### src/rtl/co2_code_transmitter.sv
// co2_code_transmitter: shifts a fixed code frame MSB-first onto x_out, N times with zero gaps.
// Define CO2TX_ABORT_EN to add an abort input that ends a transmission early.
module co2_code_transmitter #(
  parameter int CODE_LEN = 9,
  parameter logic [CODE_LEN-1:0] CODE = 9'b100100100,
  parameter int GAP_TICKS = 2,
  parameter int REPEAT_W = 4
) (
  input  logic                CLK,
  input  logic                RST,
  input  logic                tick,
  input  logic                start,
  input  logic [REPEAT_W-1:0] repeat_cnt,
`ifdef CO2TX_ABORT_EN
  input  logic                abort,
`endif
  output logic                x_out,
  output logic                busy,
  output logic                done,
  output logic [REPEAT_W-1:0] frame_cnt
);
  localparam int BW = $clog2(CODE_LEN);
  localparam int GW = GAP_TICKS > 1 ? $clog2(GAP_TICKS) : 1;
  typedef enum logic [1:0] {IDLE, SHIFT, GAP} state_t;
  state_t state;
  logic [CODE_LEN-2:0] sh;
  logic [BW-1:0] bit_idx;
  logic [GW-1:0] gap_cnt;
  logic [REPEAT_W-1:0] rem;
  logic kill;
`ifdef CO2TX_ABORT_EN
  assign kill = abort;
`else
  assign kill = 1'b0;
`endif
  // sh holds the bits still to be sent after the one currently on x_out
  always_ff @(posedge CLK or negedge RST) begin
    if (!RST) begin
      state     <= IDLE;
      sh        <= '0;
      bit_idx   <= '0;
      gap_cnt   <= '0;
      rem       <= '0;
      x_out     <= 1'b0;
      busy      <= 1'b0;
      done      <= 1'b0;
      frame_cnt <= '0;
    end else begin
      done <= 1'b0;
      if (state == IDLE) begin
        if (start) begin
          rem       <= (repeat_cnt == '0) ? REPEAT_W'(1) : repeat_cnt;
          sh        <= CODE[CODE_LEN-2:0];
          x_out     <= CODE[CODE_LEN-1];
          bit_idx   <= '0;
          busy      <= 1'b1;
          frame_cnt <= '0;
          state     <= SHIFT;
        end
      end else if (kill) begin
        state <= IDLE;
        x_out <= 1'b0;
        busy  <= 1'b0;
        done  <= 1'b1;
      end else if (tick) begin
        if (state == GAP) begin
          if (gap_cnt == GW'(GAP_TICKS - 1)) begin
            sh      <= CODE[CODE_LEN-2:0];
            x_out   <= CODE[CODE_LEN-1];
            bit_idx <= '0;
            state   <= SHIFT;
          end else gap_cnt <= gap_cnt + 1'b1;
        end else if (bit_idx != BW'(CODE_LEN - 1)) begin
          x_out   <= sh[CODE_LEN-2];
          sh      <= sh << 1;
          bit_idx <= bit_idx + 1'b1;
        end else begin
          frame_cnt <= frame_cnt + 1'b1;
          rem       <= rem - 1'b1;
          if (rem == REPEAT_W'(1)) begin
            state <= IDLE;
            x_out <= 1'b0;
            busy  <= 1'b0;
            done  <= 1'b1;
          end else if (GAP_TICKS > 0) begin
            state   <= GAP;
            x_out   <= 1'b0;
            gap_cnt <= '0;
          end else begin
            sh      <= CODE[CODE_LEN-2:0];
            x_out   <= CODE[CODE_LEN-1];
            bit_idx <= '0;
          end
        end
      end
    end
  end
endmodule

### config.mk
export PLATFORM = sky130hd
export DESIGN_NAME = co2_code_transmitter
export DESIGN_NICKNAME = d
export VERILOG_FILES = /design/src/rtl/co2_code_transmitter.sv
export SDC_FILE = /design/constraint.sdc
export NUM_CORES = 1
export LEC_CHECK = 0
export ABC_AREA = 1
export BUFFER_PORTS_ARGS = -buffer_cell sky130_fd_sc_hd__buf_2
export CAP_MARGIN = 25
export CORE_ASPECT_RATIO = 1.4
export CORE_MARGIN = 1.5
export CORE_UTILIZATION = 37
export CTS_CLUSTER_SIZE = 28
export DETAILED_ROUTE_END_ITERATION = 10
export PLACE_DENSITY_LB_ADDON = 0.1
export SLEW_MARGIN = 20
export SYNTH_ARGS = -nofsm -noshare
export SYNTH_HDL_FRONTEND = slang
export SYNTH_SLANG_ARGS = --single-unit
### constraint.sdc
create_clock -name CLK -period 1.3 [get_ports CLK]
set_input_delay 0.26 -clock CLK [delete_from_list [all_inputs] [get_ports CLK]]
set_output_delay 0.26 -clock CLK [all_outputs]
set_load 0.01 [all_outputs]
Word level (Yosys, flattened, before mapping)
Index checks and enable logic that the tools add are counted.
- register bits: 26
- bits of input ports: 8
- add/sub/neg operators: 4
- equal/unequal tests: 10
- multiplexer cells: 49
- bitwise logic cells: 1
- reductions and logical operators: 11
- operator list (cell ; number):
    two-way mux 4 bit ; 16
    two-way mux 8 bit ; 6
    two-way mux 1 bit ; 20
    AND reduction 4 bit ; 4
    two-way mux 2 bit ; 7
    != test 2 bit, second input constant ; 5
    adder 4 x 1 -> 4 bit, second input constant ; 2
    != test 3 bit, second input constant ; 2
    AND reduction 5 bit ; 1
    equality test 4 x 1 -> 1 bit, second input constant ; 1
    zero test 4 bit ; 1
    != test 4 bit, second input constant ; 1
    nonzero test 2 bit ; 2
    subtractor 4 x 1 -> 4 bit, second input constant ; 1
    AND reduction 3 bit ; 1
    nonzero test 3 bit ; 1
    equality test 2 bit, second input constant ; 1
    zero test 2 bit ; 1
    adder 1 bit, second input constant ; 1
    inverter 1 bit ; 1

Logic depth before layout (Yosys ltp)
Gate-level depths: netlist (run 1).
- word-level depth: 6
- mapped depth: 8
- gate-level depth less buffers: 8

Worst setup path before layout (run 1)
OpenSTA, ideal clock, no wires.
- kind: flip-flop to flip-flop
- start: reg bit_idx[0]
- end: reg rem[1]
- library setup time: 0.123 ns
- arrival: 1.230 ns
- required time: 1.177 ns
- path slack: -0.054 ns
- cell stages (with the launch flop): 9
- path buffers: 1
- period minus slack after synthesis: 1.354 ns
- path through: dfrtp_1 inv_1 ha_1 nand4_1 nand2_2 nand2_4 buf_8 nand2_2 o21ai_2
- cells in the longest elaborated chain, start to end: 3
- ends and longest elaborated chain (item ; line ; text):
    start, declared ; 27 ; logic [BW-1:0] bit_idx;
    start signal, assigned ; 76 ; bit_idx <= bit_idx + 1'b1;
    != test 4 bit ; 73 ; end else if (bit_idx != BW'(CODE_LEN - 1)) begin
    != test 2 bit (no line) ; - ;
    AND reduction 4 bit (no line) ; - ;
    end signal, assigned ; 52 ; rem <= (repeat_cnt == '0) ? REPEAT_W'(1) : repeat_cnt;
    end signal, assigned ; 79 ; rem <= rem - 1'b1;
    end, declared ; 29 ; logic [REPEAT_W-1:0] rem;
Every way passes these cells.
A chain may end at the register's enable or synchronous reset.

Worst setup path after layout (run 1)
- start: reg bit_idx[0]
- end: reg rem[3]
The elaborated chain is that of the path after synthesis.

==> results of run 1 <==
through the flow:
stage / power [W] / instance area (um2)
2_1_floorplan: 0.002686 / 1330
3_3_place_gp: 0.003339 / 1540
3_5_place_dp: 0.003388 / 1540
4_1_cts: 0.004075 / 1650
5_1_grt: 0.004587 / 1704
6_report: 0.004214 / 1704
per-layer routing:
| layer | up-vias | GRT usage (%) |
|---|---|---|
| met5 | - | 0 |
| met4 | 0 | 7.692 |
| met3 | 5 | 2.610 |
| met2 | 15 | 32.38 |
| met1 | 526 | 19.14 |
| li1 | 587 | - |
worst max-delay path by stage:
stage                     slack (ps)          to        from
after floorplan                  -30      rem[1]  bit_idx[0]
after global placement           -30       sh[7]    state[0]
after detailed placement         -70      rem[2]  bit_idx[1]
after CTS                        -40      rem[2]  bit_idx[0]
after global routing            -170  bit_idx[3]  bit_idx[1]
final                            -50      rem[3]  bit_idx[0]
cell usage in the layout, fill, tap and decap left out, types with 4 or more instances in the layout:
cell type	Yosys	final
inv_1	14	10
nand3_1	15	13
clkbuf_8	0	4
ha_1	5	4
buf_2	0	14
nand2_2	4	9
nand2_1	61	55
nor2_1	7	6
o21ai_0	8	5
buf_4	0	13
o21ai_2	6	6
dfrtp_1	24	22
kinds of logic (layout without fill, tap and decap cells):
logic type               count (synthesis)  in the layout
flip-flops                              24             24
adder cells (fa/ha/maj)                  5              5
buffers and inverters                   17             51
AO/OA/AOI/OAI                           15             15
XOR/XNOR                                 2              2
AND/OR/NAND/NOR                        100            100
sequential cells by signal (all words and copies together) (netlist names):
register   flops
bit_idx        4
busy           1
done           1
frame_cnt      4
gap_cnt        1
rem            4
sh             6
state          2
x_out          1
area by class of cell:
type / count / area share [%]
inverters: 16 / 3.965
well taps: 40 / 2.937
clock buffers: 4 / 3.231
repair buffers: 31 / 12.41
multi-input cells: 122 / 42.07
flip-flops and latches: 24 / 35.39
report_power, final:
group / total, W / switching (W) / leakage (nW) / internal, W
sequential: 0.00134 / 0.000278 / 0.304 / 0.00106
combinational: 0.00236 / 0.00134 / 0.559 / 0.00102
clock: 0.000518 / 0.000248 / 0.0288 / 0.000271
repair_timing:
item | in CTS | in global routing
pin swaps | 3 | 1
gates cloned | 0 | 0
endpoints found under the hold margin | 24 | 0
gates resized for setup | 15 | 14
endpoints found under the setup margin | 22 | 23
hold buffers | 1 | 0
buffers inserted | 1 | 1
==> summary.txt, run 1 <==
run status: finished with violations
failing checks: setup timing
kind of capture point of the worst setup path: flip-flop
Post-synth EDFFs: 0
Clk Latency, worst-skew pair: 270 ps
number of buffers added by the clock tree synthesis step: 3
buffering stage count on the worst path with inverters included: 2
Top Ports: 15
worst slack at placement: -66.24 ps
portion of the clock cycle consumed by the worst path in the final layout: 103.9%
half-perimeter wire length after placement: 2136 um
launch point of the worst hold path: tick
P per Cell Area: 2473 nW/um2
min cycle time layout: 1351 ps
ordered list of cells on the worst path: inv_2, ha_4, nand4_1, nand2_2, nand2_8, inv_4, nand2_1, nand2_1
post-DR vias/cell: 4.781
Worst setup SP type: flip-flop
area of the die: 3968 um2
IO buf count: 14
CP Data Arrival Time: 1570 ps
simple-gate share of the synthesized area: 35.09%
Worst Skew: 4.198 ps
unrepaired setup endpoints after global routing: yes
detailed-route wire length: 3020 um
Critical R2R Launch: bit_idx[0]
Yosys top cell by area: dfrtp_1
logic depth of the worst setup path including buffers: 8
first drt pass iteration count: 4
number of pins with negative max-slew slack in the final report: 0
number of storage elements in the synthesis netlist: 24
most frequent cell on the critical path: nand2_1
final worst hold slack: 178.9 ps
gate count after technology mapping: 163
fraction of layout cells with a size suffix above 1: 36.04%
Most used DFF post-synth: dfrtp_1
maximum resistive drop on vdd: 1134 uV
length of routed met2 wiring: 1669 um
sequential area share after synthesis: 45.16%
M1 WL: 1225 um
share of cell area taken by muxes after synthesis: 0%
combinational family with the most area after synthesis: simple AND/OR/NAND/NOR gates
fraction of the core area covered by cells at the end of the flow: 49.98%
remaining design rule violation count: 0
core area: 3410 um2
Data required, critical path: 1520 ps
clock tree sinks: 24
cell total after placement: 230
fraction of the mapped netlist area in compound gates: 7.902%
Relative slew margins: 63.18%
maximum fanout along the worst path: 14
max-capacitance violation count: 0
Post-Synth XOR/XNOR Area: 1.317%
cell types with the largest area share after synthesis: dfrtp_1 (45%), nand2_1 (17%), nand3_1 (5.6%)
fraction of registers with async set or reset after synthesis: 100.0%
vias in the first global route: 1185
iteration-0 DRC count of the detailed router: 32
initial antenna violation count: 0
FMAX: 0.7403 GHz
Worst Max-Slew Pin Slew: 552.3 ps
setup tns final: -501.1 ps
combined area of all synthesized cells: 1330 um2
Max clock buf depth: 2
area share of the largest cell type after synthesis: 45.16%
endpoints failing setup: 18
number of filler cells placed in the layout: 337
fin cells: 237
TritonCTS clock tree: done
total global routing overflow: 0
Area growth syn-to-layout: 28.13%
Antenna Nets Post-Route: 0
count of cells along the worst register-to-register path: 8
maximum number of pins on one net before global-route repair: 25
area of combinational cells with multiple inputs: 716.9 um2
via total after detailed routing: 1133
register-to-register path setup slack: -50 ps
wire length of the first global-routing pass: 5030 um
most instantiated library cell after synthesis: nand2_1
Wirelength per Cell: 12.74 um
Unique masters post-synth: 21
total length of routed met3 wires: 71 um
number of synthesis warnings: 0
antenna diode count: 0
die boundary width: 53.67 um
root buf cell: clkbuf_8
Highest Signal Layer: met4
leakage power: 0.8926 nW
number of endpoints with negative hold slack in the final report: 0
area taken by flip-flops and latches: 603.1 um2
Slowest cell on crit path: dfrtp_1
final worst-path setup slack: -50.85 ps
placement row count: 25
Clock H-tree levels: 1
critical setup path kind: reg2reg
destination of the worst register-to-register timing path: rem[3]
Net Count, Synth: 176
classification of the worst-slack hold path: in2reg
Starting Density: 39.01%
share of synthesized cell area in full adder, half adder and majority cells: 4.704%
hold worst-path end: state[0]
final weighted congestion in routability-driven placement: 0.7322
WHS Path Cells: 2
Syn Area/Cell: 8.160 um2
Reg clk slew, reported paths: 90 ps
crit-path max cell delay: 400 ps
count of nets after finishing: 211
All-Layer GR Usage: 17.55%
Die Span Y: 73.94 um
commonest cells in the synthesized netlist: nand2_1 (61), dfrtp_1 (24), nand3_1 (15)
cell family contributing the most delay on the critical path: simple AND/OR/NAND/NOR gates
(Power assumes the default switching activity.)
==> run 2, diff against run 1 <==
- REMOVE_ABC_BUFFERS: default -> 1
- clock period: 1.3 -> 1.46 ns (I/O delays scaled with it)
==> run 2 against run 1 <==
Net effect: the flow now finishes without violations; non-clock buffer count fell by 9; count of clock-buffer cells in the layout is the same; via count fell by 3.2%; worst setup slack improved by 120 ps; register-to-register slack gained 120 ps; flip-flop and latch count unchanged; largest power group unchanged.
==> summary.txt, run 2 (synthesized netlist as in run 1, its figures left out) <==
max-capacitance violation count: 0
leakage power: 0.8580 nW
detailed-route wire length: 2817 um
total global routing overflow: 0
endpoints failing setup: 0
classification of the worst-slack hold path: in2async
number of filler cells placed in the layout: 341
Top Ports: 15
Worst Max-Slew Pin Slew: 545.5 ps
area of the die: 3968 um2
leading cell type in the layout, fill and taps excluded: nand2_1
Reg clk slew, reported paths: 80 ps
placement row count: 25
TritonCTS clock tree: done
fraction of the core area covered by cells at the end of the flow: 47.05%
half-perimeter wire length after placement: 2067 um
Clk Latency, worst-skew pair: 260 ps
Clock H-tree levels: 1
Antenna Nets Post-Route: 0
antenna diode count: 0
via total after detailed routing: 1097
All-Layer GR Usage: 16.09%
number of buffers added by the clock tree synthesis step: 3
number of pins with negative max-slew slack in the final report: 0
number of flip-flops under the largest register name: 6
register name with the most flops: sh
initial antenna violation count: 0
internal portion of total power: 0.001937 W
maximum resistive drop on vdd: 1048 uV
Reg power frac: 33.9%
top library cells by usage in the layout, fill and taps aside: nand2_1 (57), dfrtp_1 (23), nand3_1 (15)
fraction of layout cells with a size suffix above 1: 30.16%
CP Data Arrival Time: 1550 ps
IO buf count: 14
Comb power frac: 53.2%
setup tns final: 0 ps
P per Cell Area: 2196 nW/um2
Data required, critical path: 1620 ps
first drt pass iteration count: 4
Worst Skew: 1.524 ps
maximum fanout along the worst path: 7
total net switching power: 0.001585 W
portion of the clock cycle consumed by the worst path in the final layout: 94.96%
Starting Density: 39.01%
Total Power Consumption: 0.003522 W
root buf cell: clkbuf_8
iteration-0 DRC count of the detailed router: 28
Wirelength per Cell: 12.30 um
clock tree sinks: 24
remaining design rule violation count: 0
maximum number of pins on one net before global-route repair: 25
wire length of the first global-routing pass: 4664 um
final weighted congestion in routability-driven placement: 0.8033
run status: finished clean
Die Span Y: 73.94 um
Area growth syn-to-layout: 20.60%
Worst setup SP type: flip-flop
critical setup path kind: reg2reg
clock network power share: 12.9%
Relative slew margins: 63.63%
Max clock buf depth: 2
core area: 3410 um2
FMAX: 0.7213 GHz
min cycle time layout: 1386 ps
unrepaired setup endpoints after global routing: yes
proportion of total power due to net switching: 45.01%
number of endpoints with negative hold slack in the final report: 0
post-DR vias/cell: 4.790
kind of capture point of the worst setup path: flip-flop
count of nets after finishing: 203
vias in the first global route: 1091
die boundary width: 53.67 um
run 2: cell type report:
cell class | instances | area, um2 | area share [%]
Inverter | 16 | 67.56 | 4.212
Sequential cell | 24 | 601.8 | 37.52
Timing Repair Buffer | 22 | 130.1 | 8.112
Tap cell | 40 | 50.05 | 3.120
Clock buffer | 4 | 55.05 | 3.432
Multi-Input combinational cell | 123 | 699.4 | 43.60
run 2: power groups by stage:
stage	Combinational (W)	Clock (W)	Sequential [W]
floorplan	0.00117	0	0.00118
global route	0.00213	0.000496	0.00124
CTS	0.00166	0.000471	0.00119
detailed placement	0.00165	0	0.00120
finish	0.00187	0.000454	0.00119
global placement	0.00163	0	0.00119
run 2: layer usage:
metal | vias to the layer above | wire (um) | global-route usage [%]
met5 | - | 0 | 0
met4 | 0 | 23 | 6.838
met3 | 2 | 63 | 1.807
met2 | 16 | 1572 | 30.62
met1 | 509 | 1157 | 17.12
li1 | 570 | - | -
run 2: worst max-delay path, stage by stage, from the launching register on:
cell     delay, ps
dfrtp_1        400
inv_2           80
ha_4           130
nand4_1        160
nand2_2        230
nand2_4        130
nand2_2        100
o21ai_2         50
run 2: timing repair:
item / in CTS / in global routing
setup endpoints to repair: 0 / 22
hold buffers: 0 / 0
gates resized for setup: 0 / 15
buffers inserted: 0 / 3
run 2: path summary, 6_finish.rpt:
path                       slack [ps]  depth (start not counted)        from      endpoint
max reg2reg                        70                          7  bit_idx[1]  frame_cnt[3]
max                                70                          7  bit_idx[1]  frame_cnt[3]
min reg2reg                       470                          2       sh[4]         sh[4]
max in group asynchronous        1070                          1         RST      state[0]
min                                 1                          1         RST  frame_cnt[3]
min in group CLK                  210                          2        tick      state[0]
run 2: stage by stage:
step / std cells / area, um2 / hold slack, ps / setup WS, ps
after floorplan: 162 / 1315 / -3.591 / 130.1
after global placement: 221 / 1473 / 310.3 / 68.87
after detailed placement: 221 / 1473 / 320.2 / 21.04
after CTS: 225 / 1528 / 25.74 / 5.263
after global routing: 229 / 1604 / 41.17 / -12.04
final: 229 / 1604 / 0.9718 / 73.62
==> run 3, diff against run 2 <==
- CORE_ASPECT_RATIO: 1.4 -> 0.7
==> run 3 against run 2 <==
Net effect: the flow now finishes with violations (hold timing); total power is 1.6% lower; count of clock-buffer cells in the layout stayed put; clock power hardly changed; final cell count is 2.2% higher; first-iteration DRC count is 64% higher; combinational power is 3% lower; design area is 1.5% lower; sequential power hardly changed; largest cell class unchanged.
==> summary.txt, run 3 (synthesized netlist as in run 1, its figures left out) <==
run status: finished with violations
failing checks: hold timing
most frequent cell on the critical path: nand2_1
ordered list of cells on the worst path: inv_2, ha_4, nand4_1, nand2_2, nand2_4, nand2_1, nand2_1
area of the die: 3969 um2
placement row count: 17
Total Power Consumption: 0.003466 W
area taken by flip-flops and latches: 601.8 um2
Clk Latency, worst-skew pair: 260 ps
register name with the most flops: sh
initial antenna violation count: 0
number of pins with negative max-slew slack in the final report: 0
Antenna Nets Post-Route: 0
clock tree sinks: 24
wire length of the first global-routing pass: 4830 um
fraction of the core area covered by cells at the end of the flow: 47.93%
P per Cell Area: 2193 nW/um2
Worst Skew: 1.765 ps
Data required, critical path: 1620 ps
IO buf count: 14
Post-DP Area: 1474 um2
leakage power: 0.8388 nW
post-route cell area: 1580 um2
Worst setup SP type: flip-flop
CP Data Arrival Time: 1580 ps
Clock H-tree levels: 1
met3 Use GR: 4.190%
setup tns final: 0 ps
core area: 3297 um2
kind of capture point of the worst setup path: flip-flop
number of filler cells placed in the layout: 321
die boundary width: 74.66 um
Reg clk slew, reported paths: 80 ps
Max clock buf depth: 2
maximum resistive drop on vdd: 847.2 uV
Slowest cell on crit path: dfrtp_1
Die Span Y: 53.16 um
Critical R2R Launch: bit_idx[1]
hold_buf cts: 0
maximum fanout along the worst path: 7
number of buffers added by the clock tree synthesis step: 3
Top Ports: 15
post-DR vias/cell: 4.671
count of cells along the worst register-to-register path: 7
final worst hold slack: -1.336 ps
antenna diode count: 0
Top Usage Layer GRT: met1
number of endpoints with negative hold slack in the final report: 1
cell family contributing the most delay on the critical path: simple AND/OR/NAND/NOR gates
endpoints failing setup: 0
Relative slew margins: 63.90%
number of flip-flops under the largest register name: 6
Area growth syn-to-layout: 18.81%
root buf cell: clkbuf_8
vias in the first global route: 1004
unrepaired setup endpoints after global routing: yes
critical setup path kind: reg2reg
met1 Usage GRT: 26.10%
max-capacitance violation count: 0
detailed-route wire length: 2892 um
via total after detailed routing: 1093
remaining design rule violation count: 0
final weighted congestion in routability-driven placement: 0.9421
maximum number of pins on one net before global-route repair: 25
FMAX: 0.7037 GHz
leading cell type in the layout, fill and taps excluded: nand2_1
area of combinational cells with multiple inputs: 684.4 um2
crit-path max cell delay: 400 ps
top library cells by usage in the layout, fill and taps aside: nand2_1 (61), dfrtp_1 (23), nand3_1 (15)
half-perimeter wire length after placement: 2033 um
fraction of layout cells with a size suffix above 1: 27.27%
register-to-register path setup slack: 40 ps
Worst Max-Slew Pin Slew: 541.5 ps
TritonCTS clock tree: done
total global routing overflow: 0
portion of the clock cycle consumed by the worst path in the final layout: 97.34%
first drt pass iteration count: 4
Starting Density: 40.34%
All-Layer GR Usage: 16.48%
iteration-0 DRC count of the detailed router: 46
buffering stage count on the worst path with inverters included: 1
min cycle time layout: 1421 ps
classification of the worst-slack hold path: in2async
met2 usage in global routing: 22.32%
destination of the worst register-to-register timing path: rem[0]
Wirelength per Cell: 12.36 um
count of nets after finishing: 201
[run 3: layer usage]
layer | vias to the layer above | wire length [um] | share of wire (%)
li1 | 570 | - | -
met1 | 504 | 1626 | 56
met2 | 17 | 1140 | 39
met3 | 2 | 117 | 4.0
met4 | 0 | 7 | 0.24
met5 | - | 0 | 0
[run 3: how the worst max path moves through the flow]
stage                    start  endpoint  slack [ps]  cells after the start
floorplan           bit_idx[0]    rem[3]         130                      8
global placement      state[1]    rem[3]          30                      7
detailed placement    state[1]    rem[2]          10                      7
CTS                 bit_idx[0]    rem[3]          20                      8
global route        bit_idx[1]    rem[0]         -30                      7
finish              bit_idx[1]    rem[0]          40                      7
[run 3: worst register-to-register path, delay by kind of cell (launching register included)]
kind	cells	cell delay, ps
flops	1	400
fa+ha+maj	1	140
simple gates	5	700
buf+inv	1	80
[run 3: through the flow]
stage,std cells,setup slack [ps]
floorplan,162,130.1
global placement,227,32.29
detailed placement,227,14.32
CTS,232,18.18
global route,234,-28.64
finish,234,38.89
[run 3: layout make-up]
type,instances,share of cell area [%]
sequential,24,38.08
tap,47,3.721
timing repair buffer,20,7.284
multi-input combinational,123,43.31
clock buffer,4,3.484
inverter,16,4.117
[run 3: repair_timing]
action	CTS	global route
gates cloned	0	1
gates resized for setup	0	8
setup buffers	1	1
pin swaps	1	5
endpoints found under the setup margin	3	22
[run 3: power breakdown]
| group | switching (W) | internal (W) |
|---|---|---|
| clock network | 0.000210 | 0.000241 |
| logic | 0.00112 | 0.000700 |
| registers | 0.000253 | 0.000939 |
| total | 0.00159 | 0.00188 |
